**src/rtl/control_pkg.sv**
```systemverilog
// rtl/control_pkg.sv - shared types and constants for the multicycle control unit
//
// Purpose: FSM state encoding, instruction-class enum, RV64 opcode/funct3
// constants and immediate-format codes used by control_unit and instr_decoder.
// Ports: none (package).
package control_pkg;

  typedef enum logic [2:0] {
    ST_INIT   = 3'd0,
    ST_FETCH  = 3'd1,
    ST_DECODE = 3'd2,
    ST_EXEC   = 3'd3,
    ST_MEM    = 3'd4,
    ST_WB     = 3'd5,
    ST_HALT   = 3'd6
  } state_t;

  typedef enum logic [2:0] {
    CLS_LOAD    = 3'd0,
    CLS_STORE   = 3'd1,
    CLS_OP      = 3'd2,
    CLS_OPIMM   = 3'd3,
    CLS_BRANCH  = 3'd4,
    CLS_ILLEGAL = 3'd5
  } instr_class_t;

  localparam logic [6:0] OPC_LOAD   = 7'b0000011;
  localparam logic [6:0] OPC_STORE  = 7'b0100011;
  localparam logic [6:0] OPC_OP     = 7'b0110011;
  localparam logic [6:0] OPC_OPIMM  = 7'b0010011;
  localparam logic [6:0] OPC_BRANCH = 7'b1100011;

  localparam logic [2:0] F3_ADD = 3'b000;
  localparam logic [2:0] F3_BEQ = 3'b000;
  localparam logic [2:0] F3_BNE = 3'b001;

  localparam logic [1:0] IMM_I = 2'b00;
  localparam logic [1:0] IMM_S = 2'b01;
  localparam logic [1:0] IMM_B = 2'b10;

  // Immediate format the datapath must build for a given class.
  function automatic logic [1:0] imm_for_class(input instr_class_t cls);
    case (cls)
      CLS_STORE:  return IMM_S;
      CLS_BRANCH: return IMM_B;
      default:    return IMM_I;
    endcase
  endfunction

endpackage

```
**src/rtl/control_unit_if.sv**
```systemverilog
// rtl/control_unit_if.sv - control bus between control_unit and the datapath
//
// Purpose: bundles the instruction/flag inputs and every datapath control line.
// Signals:
//   instr, zero            : datapath -> control (IR contents, ULA zero flag)
//   load_ir, imm_sel       : IR load enable, immediate format (00 I, 01 S, 10 B)
//   sub, ULA_din2_sel      : ULA subtract, ULA operand 2 select (1 = imm)
//   RF_din_sel             : register-file data select (1 = ULA, 0 = memory)
//   WE_RF, WE_MEM          : register-file / data-memory write enables
//   load_pc, reset_pc      : PC update enable, active-low PC clear
//   pc_next_sel            : 1 = PC + branch offset, 0 = PC + 4
// Modports: master = control unit side, slave = datapath side.
interface control_unit_if;

  logic [31:0] instr;
  logic        zero;
  logic        load_ir;
  logic [1:0]  imm_sel;
  logic        sub;
  logic        ULA_din2_sel;
  logic        RF_din_sel;
  logic        WE_RF;
  logic        WE_MEM;
  logic        load_pc;
  logic        reset_pc;
  logic        pc_next_sel;

  modport master (
    input  instr, zero,
    output load_ir, imm_sel, sub, ULA_din2_sel, RF_din_sel,
           WE_RF, WE_MEM, load_pc, reset_pc, pc_next_sel
  );

  modport slave (
    output instr, zero,
    input  load_ir, imm_sel, sub, ULA_din2_sel, RF_din_sel,
           WE_RF, WE_MEM, load_pc, reset_pc, pc_next_sel
  );

endinterface

```
**src/rtl/control_unit_instr_decoder.sv**
```systemverilog
// rtl/control_unit_instr_decoder.sv - combinational instruction class decoder
//
// Purpose: maps the opcode/funct3/bit-30 fields of an instruction to a class.
// Ports:
//   opcode  in  7 : instr[6:0]
//   funct3  in  3 : instr[14:12]
//   bit30   in  1 : instr[30] (add/sub select for OP)
//   cls     out   : decoded instruction class
//   is_sub  out 1 : OP class with bit30 set
//   is_bne  out 1 : BRANCH class with funct3 = bne
module instr_decoder
  import control_pkg::*;
(
  input  logic [6:0]   opcode,
  input  logic [2:0]   funct3,
  input  logic         bit30,
  output instr_class_t cls,
  output logic         is_sub,
  output logic         is_bne
);

  always_comb begin
    cls    = CLS_ILLEGAL;
    is_sub = 1'b0;
    is_bne = 1'b0;
    case (opcode)
      OPC_LOAD:  cls = CLS_LOAD;
      OPC_STORE: cls = CLS_STORE;
      OPC_OP: begin
        if (funct3 == F3_ADD) begin
          cls    = CLS_OP;
          is_sub = bit30;
        end
      end
      OPC_OPIMM: begin
        if (funct3 == F3_ADD) cls = CLS_OPIMM;
      end
      OPC_BRANCH: begin
        if (funct3 == F3_BEQ || funct3 == F3_BNE) begin
          cls    = CLS_BRANCH;
          is_bne = (funct3 == F3_BNE);
        end
      end
      default: cls = CLS_ILLEGAL;
    endcase
  end

endmodule

```
**src/rtl/control_unit.sv**
```systemverilog
// rtl/control_unit.sv - multicycle control FSM for the RV64 load-store datapath
//
// Purpose: sequences FETCH/DECODE/EXEC/MEM/WB, drives all datapath controls,
// counts retired instructions and halts stickily on illegal opcodes.
// Ports:
//   CLK      in        : clock, rising edge
//   reset    in        : synchronous active-high reset
//   bus      master    : control_unit_if (instr/zero in, datapath controls out)
//   halted   out 1     : high while in HALT
//   retired  out CNT_W : completed-instruction count, wraps
module control_unit
  import control_pkg::*;
#(
  parameter int CNT_W = 32
) (
  input  logic             CLK,
  input  logic             reset,
  control_unit_if.master   bus,
  output logic             halted,
  output logic [CNT_W-1:0] retired
);

  state_t       state, state_next;
  instr_class_t cls_q, cls_dec;
  logic         is_sub_q, is_bne_q;
  logic         is_sub_dec, is_bne_dec;
  logic         retire;
  logic         alu_din2;
  logic         alu_sub;

  instr_decoder u_decoder (
    .opcode (bus.instr[6:0]),
    .funct3 (bus.instr[14:12]),
    .bit30  (bus.instr[30]),
    .cls    (cls_dec),
    .is_sub (is_sub_dec),
    .is_bne (is_bne_dec)
  );

  // instr is only looked at in DECODE; the latched class drives everything after.
  always_ff @(posedge CLK) begin
    if (reset) begin
      state    <= ST_INIT;
      cls_q    <= CLS_ILLEGAL;
      is_sub_q <= 1'b0;
      is_bne_q <= 1'b0;
      retired  <= '0;
    end else begin
      state <= state_next;
      if (state == ST_DECODE) begin
        cls_q    <= cls_dec;
        is_sub_q <= is_sub_dec;
        is_bne_q <= is_bne_dec;
      end
      if (retire) retired <= retired + CNT_W'(1);
    end
  end

  // ULA controls are held constant from EXEC through the last state.
  always_comb begin
    alu_din2 = (cls_q == CLS_LOAD) || (cls_q == CLS_STORE) || (cls_q == CLS_OPIMM);
    if (cls_q == CLS_OP)          alu_sub = is_sub_q;
    else if (cls_q == CLS_BRANCH) alu_sub = 1'b1;
    else                          alu_sub = 1'b0;
  end

  always_comb begin
    state_next       = state;
    retire           = 1'b0;
    halted           = 1'b0;
    bus.load_ir      = 1'b0;
    bus.imm_sel      = IMM_I;
    bus.sub          = 1'b0;
    bus.ULA_din2_sel = 1'b0;
    bus.RF_din_sel   = 1'b0;
    bus.WE_RF        = 1'b0;
    bus.WE_MEM       = 1'b0;
    bus.load_pc      = 1'b0;
    bus.reset_pc     = 1'b1;
    bus.pc_next_sel  = 1'b0;

    case (state)
      ST_INIT: begin
        bus.reset_pc = 1'b0;
        state_next   = ST_FETCH;
      end

      ST_FETCH: begin
        bus.load_ir = 1'b1;
        state_next  = ST_DECODE;
      end

      ST_DECODE: begin
        state_next = (cls_dec == CLS_ILLEGAL) ? ST_HALT : ST_EXEC;
      end

      ST_EXEC: begin
        bus.imm_sel      = imm_for_class(cls_q);
        bus.ULA_din2_sel = alu_din2;
        bus.sub          = alu_sub;
        case (cls_q)
          CLS_BRANCH: begin
            // Only Mealy path: zero is the live compare result this cycle.
            bus.load_pc     = 1'b1;
            bus.pc_next_sel = bus.zero ^ is_bne_q;
            retire          = 1'b1;
            state_next      = ST_FETCH;
          end
          CLS_LOAD, CLS_STORE: state_next = ST_MEM;
          default:             state_next = ST_WB;
        endcase
      end

      ST_MEM: begin
        bus.imm_sel      = imm_for_class(cls_q);
        bus.ULA_din2_sel = alu_din2;
        bus.sub          = alu_sub;
        if (cls_q == CLS_STORE) begin
          bus.WE_MEM  = 1'b1;
          bus.load_pc = 1'b1;
          retire      = 1'b1;
          state_next  = ST_FETCH;
        end else begin
          state_next = ST_WB;
        end
      end

      ST_WB: begin
        bus.imm_sel      = imm_for_class(cls_q);
        bus.ULA_din2_sel = alu_din2;
        bus.sub          = alu_sub;
        bus.WE_RF        = 1'b1;
        bus.RF_din_sel   = (cls_q != CLS_LOAD);
        bus.load_pc      = 1'b1;
        retire           = 1'b1;
        state_next       = ST_FETCH;
      end

      ST_HALT: begin
        halted     = 1'b1;
        state_next = ST_HALT;
      end

      default: state_next = ST_INIT;
    endcase

    // Reset wins combinationally so a reset landing mid-instruction never lets
    // a write enable or PC update escape in that cycle.
    if (reset) begin
      retire           = 1'b0;
      halted           = 1'b0;
      bus.load_ir      = 1'b0;
      bus.imm_sel      = IMM_I;
      bus.sub          = 1'b0;
      bus.ULA_din2_sel = 1'b0;
      bus.RF_din_sel   = 1'b0;
      bus.WE_RF        = 1'b0;
      bus.WE_MEM       = 1'b0;
      bus.load_pc      = 1'b0;
      bus.reset_pc     = 1'b0;
      bus.pc_next_sel  = 1'b0;
    end
  end

endmodule

```
**src/flat_wrapper.sv**
```systemverilog
// flat-port wrapper written by rule: the top's interface ports become plain ports
module control_unit_flat import control_pkg::*;
#(
  parameter int CNT_W = 32
)
  (CLK, reset, halted, retired, bus_instr, bus_zero, bus_load_ir, bus_imm_sel, bus_sub, bus_ULA_din2_sel, bus_RF_din_sel, bus_WE_RF, bus_WE_MEM, bus_load_pc, bus_reset_pc, bus_pc_next_sel);
  control_unit_if bus_i ();
  input  logic CLK;
  input  logic reset;
  output logic halted;
  output logic [CNT_W-1:0] retired;
  input wire logic [$bits(bus_i.instr)-1:0] bus_instr;
  input wire logic [$bits(bus_i.zero)-1:0] bus_zero;
  output wire logic [$bits(bus_i.load_ir)-1:0] bus_load_ir;
  output wire logic [$bits(bus_i.imm_sel)-1:0] bus_imm_sel;
  output wire logic [$bits(bus_i.sub)-1:0] bus_sub;
  output wire logic [$bits(bus_i.ULA_din2_sel)-1:0] bus_ULA_din2_sel;
  output wire logic [$bits(bus_i.RF_din_sel)-1:0] bus_RF_din_sel;
  output wire logic [$bits(bus_i.WE_RF)-1:0] bus_WE_RF;
  output wire logic [$bits(bus_i.WE_MEM)-1:0] bus_WE_MEM;
  output wire logic [$bits(bus_i.load_pc)-1:0] bus_load_pc;
  output wire logic [$bits(bus_i.reset_pc)-1:0] bus_reset_pc;
  output wire logic [$bits(bus_i.pc_next_sel)-1:0] bus_pc_next_sel;
  assign bus_i.instr = bus_instr;
  assign bus_i.zero = bus_zero;
  assign bus_load_ir = bus_i.load_ir;
  assign bus_imm_sel = bus_i.imm_sel;
  assign bus_sub = bus_i.sub;
  assign bus_ULA_din2_sel = bus_i.ULA_din2_sel;
  assign bus_RF_din_sel = bus_i.RF_din_sel;
  assign bus_WE_RF = bus_i.WE_RF;
  assign bus_WE_MEM = bus_i.WE_MEM;
  assign bus_load_pc = bus_i.load_pc;
  assign bus_reset_pc = bus_i.reset_pc;
  assign bus_pc_next_sel = bus_i.pc_next_sel;
  control_unit #(.CNT_W(CNT_W)) u_core (.CLK(CLK), .reset(reset), .bus(bus_i), .halted(halted), .retired(retired));
endmodule
```
**config.mk**
```make
export PLATFORM = sky130hd
export DESIGN_NAME = control_unit_flat
export DESIGN_NICKNAME = d
export VERILOG_FILES = /design/src/rtl/control_pkg.sv /design/src/rtl/control_unit_if.sv /design/src/rtl/control_unit_instr_decoder.sv /design/src/rtl/control_unit.sv /design/src/flat_wrapper.sv
export SDC_FILE = /design/constraint.sdc
export NUM_CORES = 1
export LEC_CHECK = 0
export CAP_MARGIN = 5
export CORE_MARGIN = 4
export CORE_UTILIZATION = 44
export DETAILED_ROUTE_END_ITERATION = 10
export PLACE_DENSITY_LB_ADDON = 0.05
export SLEW_MARGIN = 5
export SYNTH_ARGS = -nofsm -noshare
export SYNTH_HDL_FRONTEND = slang
export SYNTH_SLANG_ARGS = --single-unit
```
**constraint.sdc**
```tcl
create_clock -name CLK -period 2.26 [get_ports CLK]
set_input_delay 0.339 -clock CLK [delete_from_list [all_inputs] [get_ports CLK]]
set_output_delay 0.339 -clock CLK [all_outputs]
set_load 0.005 [all_outputs]
```
== Word-level counts from Yosys, hierarchy flattened ==
Cells that the tools add are included.
W data, S select, Z words.

* Register bits: 40
* Input bits: 35

* Add/sub/neg operators: 1
* Muxes and demuxes: 39
* Reduce and logical (&&, ||, !) cells: 10
* Bitwise logic cells: 1
* Eq/ne operators: 17

{| class="wikitable"
|+ Operators by type and width
! kind !! count
|-
| $add A32 B1 Y32 const B || 1
|-
| $mux W1 || 28
|-
| $pmux W3 S6 || 1
|-
| $eq A3 B3 Y1 const B || 5
|-
| $pmux W3 S5 || 1
|-
| $eq A7 B6 Y1 const B || 2
|-
| $eq A3 B2 Y1 const B || 4
|-
| $mux W3 || 4
|-
| $eq A3 B1 Y1 const B || 3
|-
| $logic_not A3 Y1 || 3
|-
| $eq A7 B2 Y1 const B || 1
|-
| $eq A7 B5 Y1 const B || 1
|-
| $eq A7 B7 Y1 const B || 1
|-
| $pmux W3 S2 || 1
|-
| $mux W2 || 2
|-
| $pmux W2 S2 || 1
|-
| $reduce_or A2 Y1 || 2
|-
| $logic_or A1 B1 Y1 || 3
|-
| $pmux W1 S3 || 1
|-
| $reduce_bool A3 Y1 || 1
|-
| $reduce_or A3 Y1 || 1
|-
| $xor A1 B1 Y1 || 1
|}

== Logic depth before layout (Yosys ltp) ==
Gate-level depths: netlist (run 1).

* Depth in word-level cells: 7
* Mapped depth: 7

== Modules after synthesis ==
Synthesis (run 1) repeated with hierarchy kept, for this count alone.

* Cells, all modules: 264
* Area, all modules: 2179.6 um2

{| class="wikitable"
|+ Modules (own cells, without submodules)
! module !! area an instance (um2) !! instances !! cells each
|-
| control_unit || 2055.7 || 1 || 251
|-
| instr_decoder || 123.9 || 1 || 13
|}

== Worst setup path before layout (run 1) ==
OpenSTA, ideal clock, no wires.

* Path kind: flip-flop to flip-flop
* Start: register u_core.retired[0]
* End: register u_core.retired[30]
* Slack: 508 ps
* Setup time: 70 ps
* Arrival time: 1681 ps
* Stages on the path, launching flop included: 8
* Path buffers: 1
* Path through: dfxtp_1 ha_1 nand3_1 nor2_1 nand4_4 buf_2 or3_1 a21oi_1

* Word-level cells in the longest chain between the ends: 1

{| class="wikitable"
|+ Ends and longest elaborated chain
! what !! RTL line !! text
|-
| from (decl) || control_unit.sv:20 || <nowiki>output logic [CNT_W-1:0] retired</nowiki>
|-
| from (signal assigned) || control_unit.sv:55 || <nowiki>if (retire) retired <= retired + CNT_W'(1);</nowiki>
|-
| $add A32 B1 Y32 || control_unit.sv:55 ||
|}

No other way between the ends.
A chain may end at the register's enable or synchronous reset.

== Final worst setup path (run 1) ==
* Start: input port reset
* End: output port bus_RF_din_sel

* Word-level cells in the longest chain between the ends: 1

{| class="wikitable"
|+ Ends and longest elaborated chain
! what !! RTL line !! text
|-
| from (decl) || flat_wrapper.sv:9 || <nowiki>input logic reset;</nowiki>
|-
| $mux W1 || control_unit.sv:149 || <nowiki>if (reset) begin</nowiki>
|-
| to (decl) || flat_wrapper.sv:18 || <nowiki>output wire logic [$bits(bus_i.RF_din_sel)-1:0] bus_RF_din_sel;</nowiki>
|}

No other way between the ends.

==> results of run 1 <==
==> routing by layer <==
layer,part of all wire (%),routed length (um),GRT usage [%]
met1,47,2510,22.6
met2,47,2480,29.1
met3,5.3,279,5.92
met4,0.60,32,4.63
met5,0,0,0
==> metrics by stage <==
| step | hold WS, ns | util, % | instances | setup slack (ns) |
|---|---|---|---|---|
| after global routing | 0.480 | 63.8 | 406 | 0.00140 |
| after detailed placement | 0.446 | 60.7 | 398 | -0.0951 |
| final | 0.456 | 63.8 | 406 | 0.0870 |
| after CTS | 0.457 | 63.2 | 406 | 0.0118 |
| after floorplan | 0.432 | - | 270 | 0.508 |
| after global placement | 0.442 | 60.7 | 398 | -0.0953 |
==> cells by family after synthesis <==
group,Yosys count
adders and majority gates,1
and+or+nand+nor,132
xor gates and xnor gates,8
DFF,40
AOI/OAI and AO/OA,66
muxes,2
buffers and inverters,21
==> critical path: stages <==
cell and delay (ns):
clkdlybuf4s50_1 0.45, nor3b_2 0.25, and2_1 0.18, o31a_1 0.13, clkdlybuf4s50_1 0.49
==> sequential cells by signal, indices dropped and copies added (netlist names) <==
| register | cells |
|---|---|
| u_core.cls_q | 3 |
| u_core.is_bne_q | 1 |
| u_core.is_sub_q | 1 |
| u_core.retired | 32 |
| u_core.state | 3 |
==> power groups by stage <==
stage	combinational, mW	sequential (mW)	clock [mW]
2_1_floorplan	0.200	0.753	0
3_3_place_gp	0.280	0.786	0
4_1_cts	0.283	0.774	0.599
6_report	0.284	0.779	0.585
5_1_grt	0.310	0.786	0.630
3_5_place_dp	0.281	0.787	0
==> layout make-up <==
class	count	area share (%)
inverter	8	0.997
timing repair buffer	74	23.4
clock inverter	3	1.41
tap	67	2.78
multi-input combinational	209	42.2
sequential	40	26.9
clock buffer	5	2.29
==> how the worst min path moves through the flow <==
stage / endpoint / slack [ns] / cells after the start
global placement: u_core.is_sub_q / 0.44 / 2
CTS: u_core.is_sub_q / 0.46 / 2
finish: u_core.is_sub_q / 0.46 / 2
detailed placement: u_core.is_sub_q / 0.45 / 2
floorplan: u_core.is_sub_q / 0.43 / 2
global route: u_core.is_sub_q / 0.48 / 2
==> cell usage in the layout (no fill, tap or decap), types with 2 or more instances in the layout <==
cell type        netlist  layout
clkbuf_8               0       5
or4_1                  4       4
inv_1                  8       8
o31ai_1                4       4
nor3_1                 7       6
nor2_1                27      26
or3_1                 20      20
xor2_1                 5       5
nor2b_1                5       5
a21oi_1               28      28
mux2_2                 2       2
xnor2_1                3       3
nand3_1               10      10
nand4_1                9       9
nand3b_1               2       2
and3_1                 3       3
o21ai_0               23      23
o31a_1                 2       2
dfxtp_1               40      36
and4_1                 2       2
dfxtp_2                0       2
nor3b_2                0       2
buf_4                  2      17
and2_1                 3       3
dfxtp_4                0       2
nand2b_1               3       3
clkdlybuf4s50_1        0      53
dlymetal6s2s_1         0       3
nand2_1               23      23
==> what timing repair did <==
action,CTS,global route
setup endpoints to repair,5,7
hold buffers,0,0
resized for setup,5,9
==> metrics.yaml, run 1 <==
synth_warnings: 0
internal_power_mw: 1.21
yosysTopAreaCell: "dfxtp_1"
synth_edf_count: 0
startpoint: "reset"
ys.flop_type: "dfxtp_1"
end_kind: "output port"
drv_slew: 0
multi_input_area_sq_um: 1270
area_delta_synth_final_pct: 40.3
relSlewSlack_pct: 76.1
cts-root-buf: "clkbuf_8"
clk_pin_slew_ns: 0.08
drc: 0
antenna_found_initial: 0
hold_class: "flip-flop to flip-flop"
async_flop_share_pct: 0
clock_skew_ns: 0.00625
tns_ns: 0
cp-endpoint: "bus_RF_din_sel"
crit_required_ns: 1.92
synth.ff_latch_count: 40
hold_path_startpoint: "u_core.is_sub_q"
crit_arrival_ns: 1.83
synth_compound_area_share_pct: 18.2
nNetsFinal: 374
vias_per_cell: 5.39
start_util_pct: 45.4
cts_made_buffers: 5
core_area_sq_um: 4720
layout.area.seq_sq_um: 811
p_clk_share_pct: 35.5
yosys.area_share.xor_xnor_pct: 3.27
die_area_sq_um: 6060
clk_latency_ns: 0.29
synth_cell_types: 47
syn_avg_cell_area_sq_um: 7.95
ff2ff_setup_slack_ns: 0.35
drtIter0Drc: 146
hold_viol: 0
grt.total_usage_pct: 17.9
diodes: 0
clock_path_buffers: 2
synthMuxAreaShare_pct: 1.05
synth_cells: 270
r2r-start: "u_core.retired[0]"
cts_tree: "yes"
p_per_area_nw_per_um2: 547
max_freq_ghz: 0.460
max_cap_violations: 0
dr.pass1.iters: 4
syn_nets: 306
peakVddDrop_mv: 0.302
pwr-share-comb_pct: 17.2
gp_congestion: 0.788
die-height_um: 77.8
rsz0062_at_grt: "no"
swShare_pct: 26.7
worstSetupStartpointType: "input port"
seq_power_share_pct: 47.3
path_max_fanout: 3
crit_type: "input port to output port"
dpl_cell_area_sq_um: 2870
timing.rr.end: "u_core.retired[18]"
post_cts_buffers: 0
setup_viol: 0
fill_cells: 425
port_buffers: 57
p_leak_nw: 1.05
dp_hpwl_mm: 3.87
netlist.area_leader.share_pct: 37.3
period_needed_ns: 2.17
grt_max_degree: 23
wl_per_cell_um: 13.1
switching_power_mw: 0.439
synth_most_common_cell: "dfxtp_1"
row_count: 25
synthTopCellsByArea: "dfxtp_1 37%, a21oi_1 6.5%, or3_1 5.8%, o21ai_0 5.4%, nor2_1 4.7%"
drive_gt1_share_pct: 13.0
synth_common_cells: "40 x dfxtp_1, 28 x a21oi_1, 27 x nor2_1, 23 x nand2_1, 23 x o21ai_0"
yosysSeqAreaShare_pct: 37.3
grt_overflow: 0
netlist_area_sq_um: 2150
status: "completed"
ios: 79
htreeDepth: 2
synth-simple-area-share_pct: 35.3
cts_sinks: 40
grt_pass1_wl_mm: 8.99
drt_wl_total_mm: 5.31
grt_pass1_vias: 2061
fp.dieW_um: 77.8
reg2reg_depth: 7
worstMarginPinSlew_ns: 0.358
synthAdderAreaFrac_pct: 0.583
antenna_left: 0
power_mw: 1.65
synth_top_family_by_area: "simple AND/OR/NAND/NOR gates"
num_vias: 2189
final_cell_area_sq_um: 3010
period_share_pct: 96.1
(Power assumes the default switching activity.)
==> run 2, diff against run 1 <==
--- a/config.mk
+++ b/config.mk
@@ -8,7 +8,9 @@
 export CAP_MARGIN = 5
 export CORE_MARGIN = 4
 export CORE_UTILIZATION = 44
+export CTS_CLUSTER_SIZE = 10
 export DETAILED_ROUTE_END_ITERATION = 10
+export HOLD_SLACK_MARGIN = 0.12
 export PLACE_DENSITY_LB_ADDON = 0.05
 export SLEW_MARGIN = 5
 export SYNTH_ARGS = -nofsm -noshare
==> results of run 2 <==
Same layout as run 1: the final DEF is identical, and so are final timing and power.
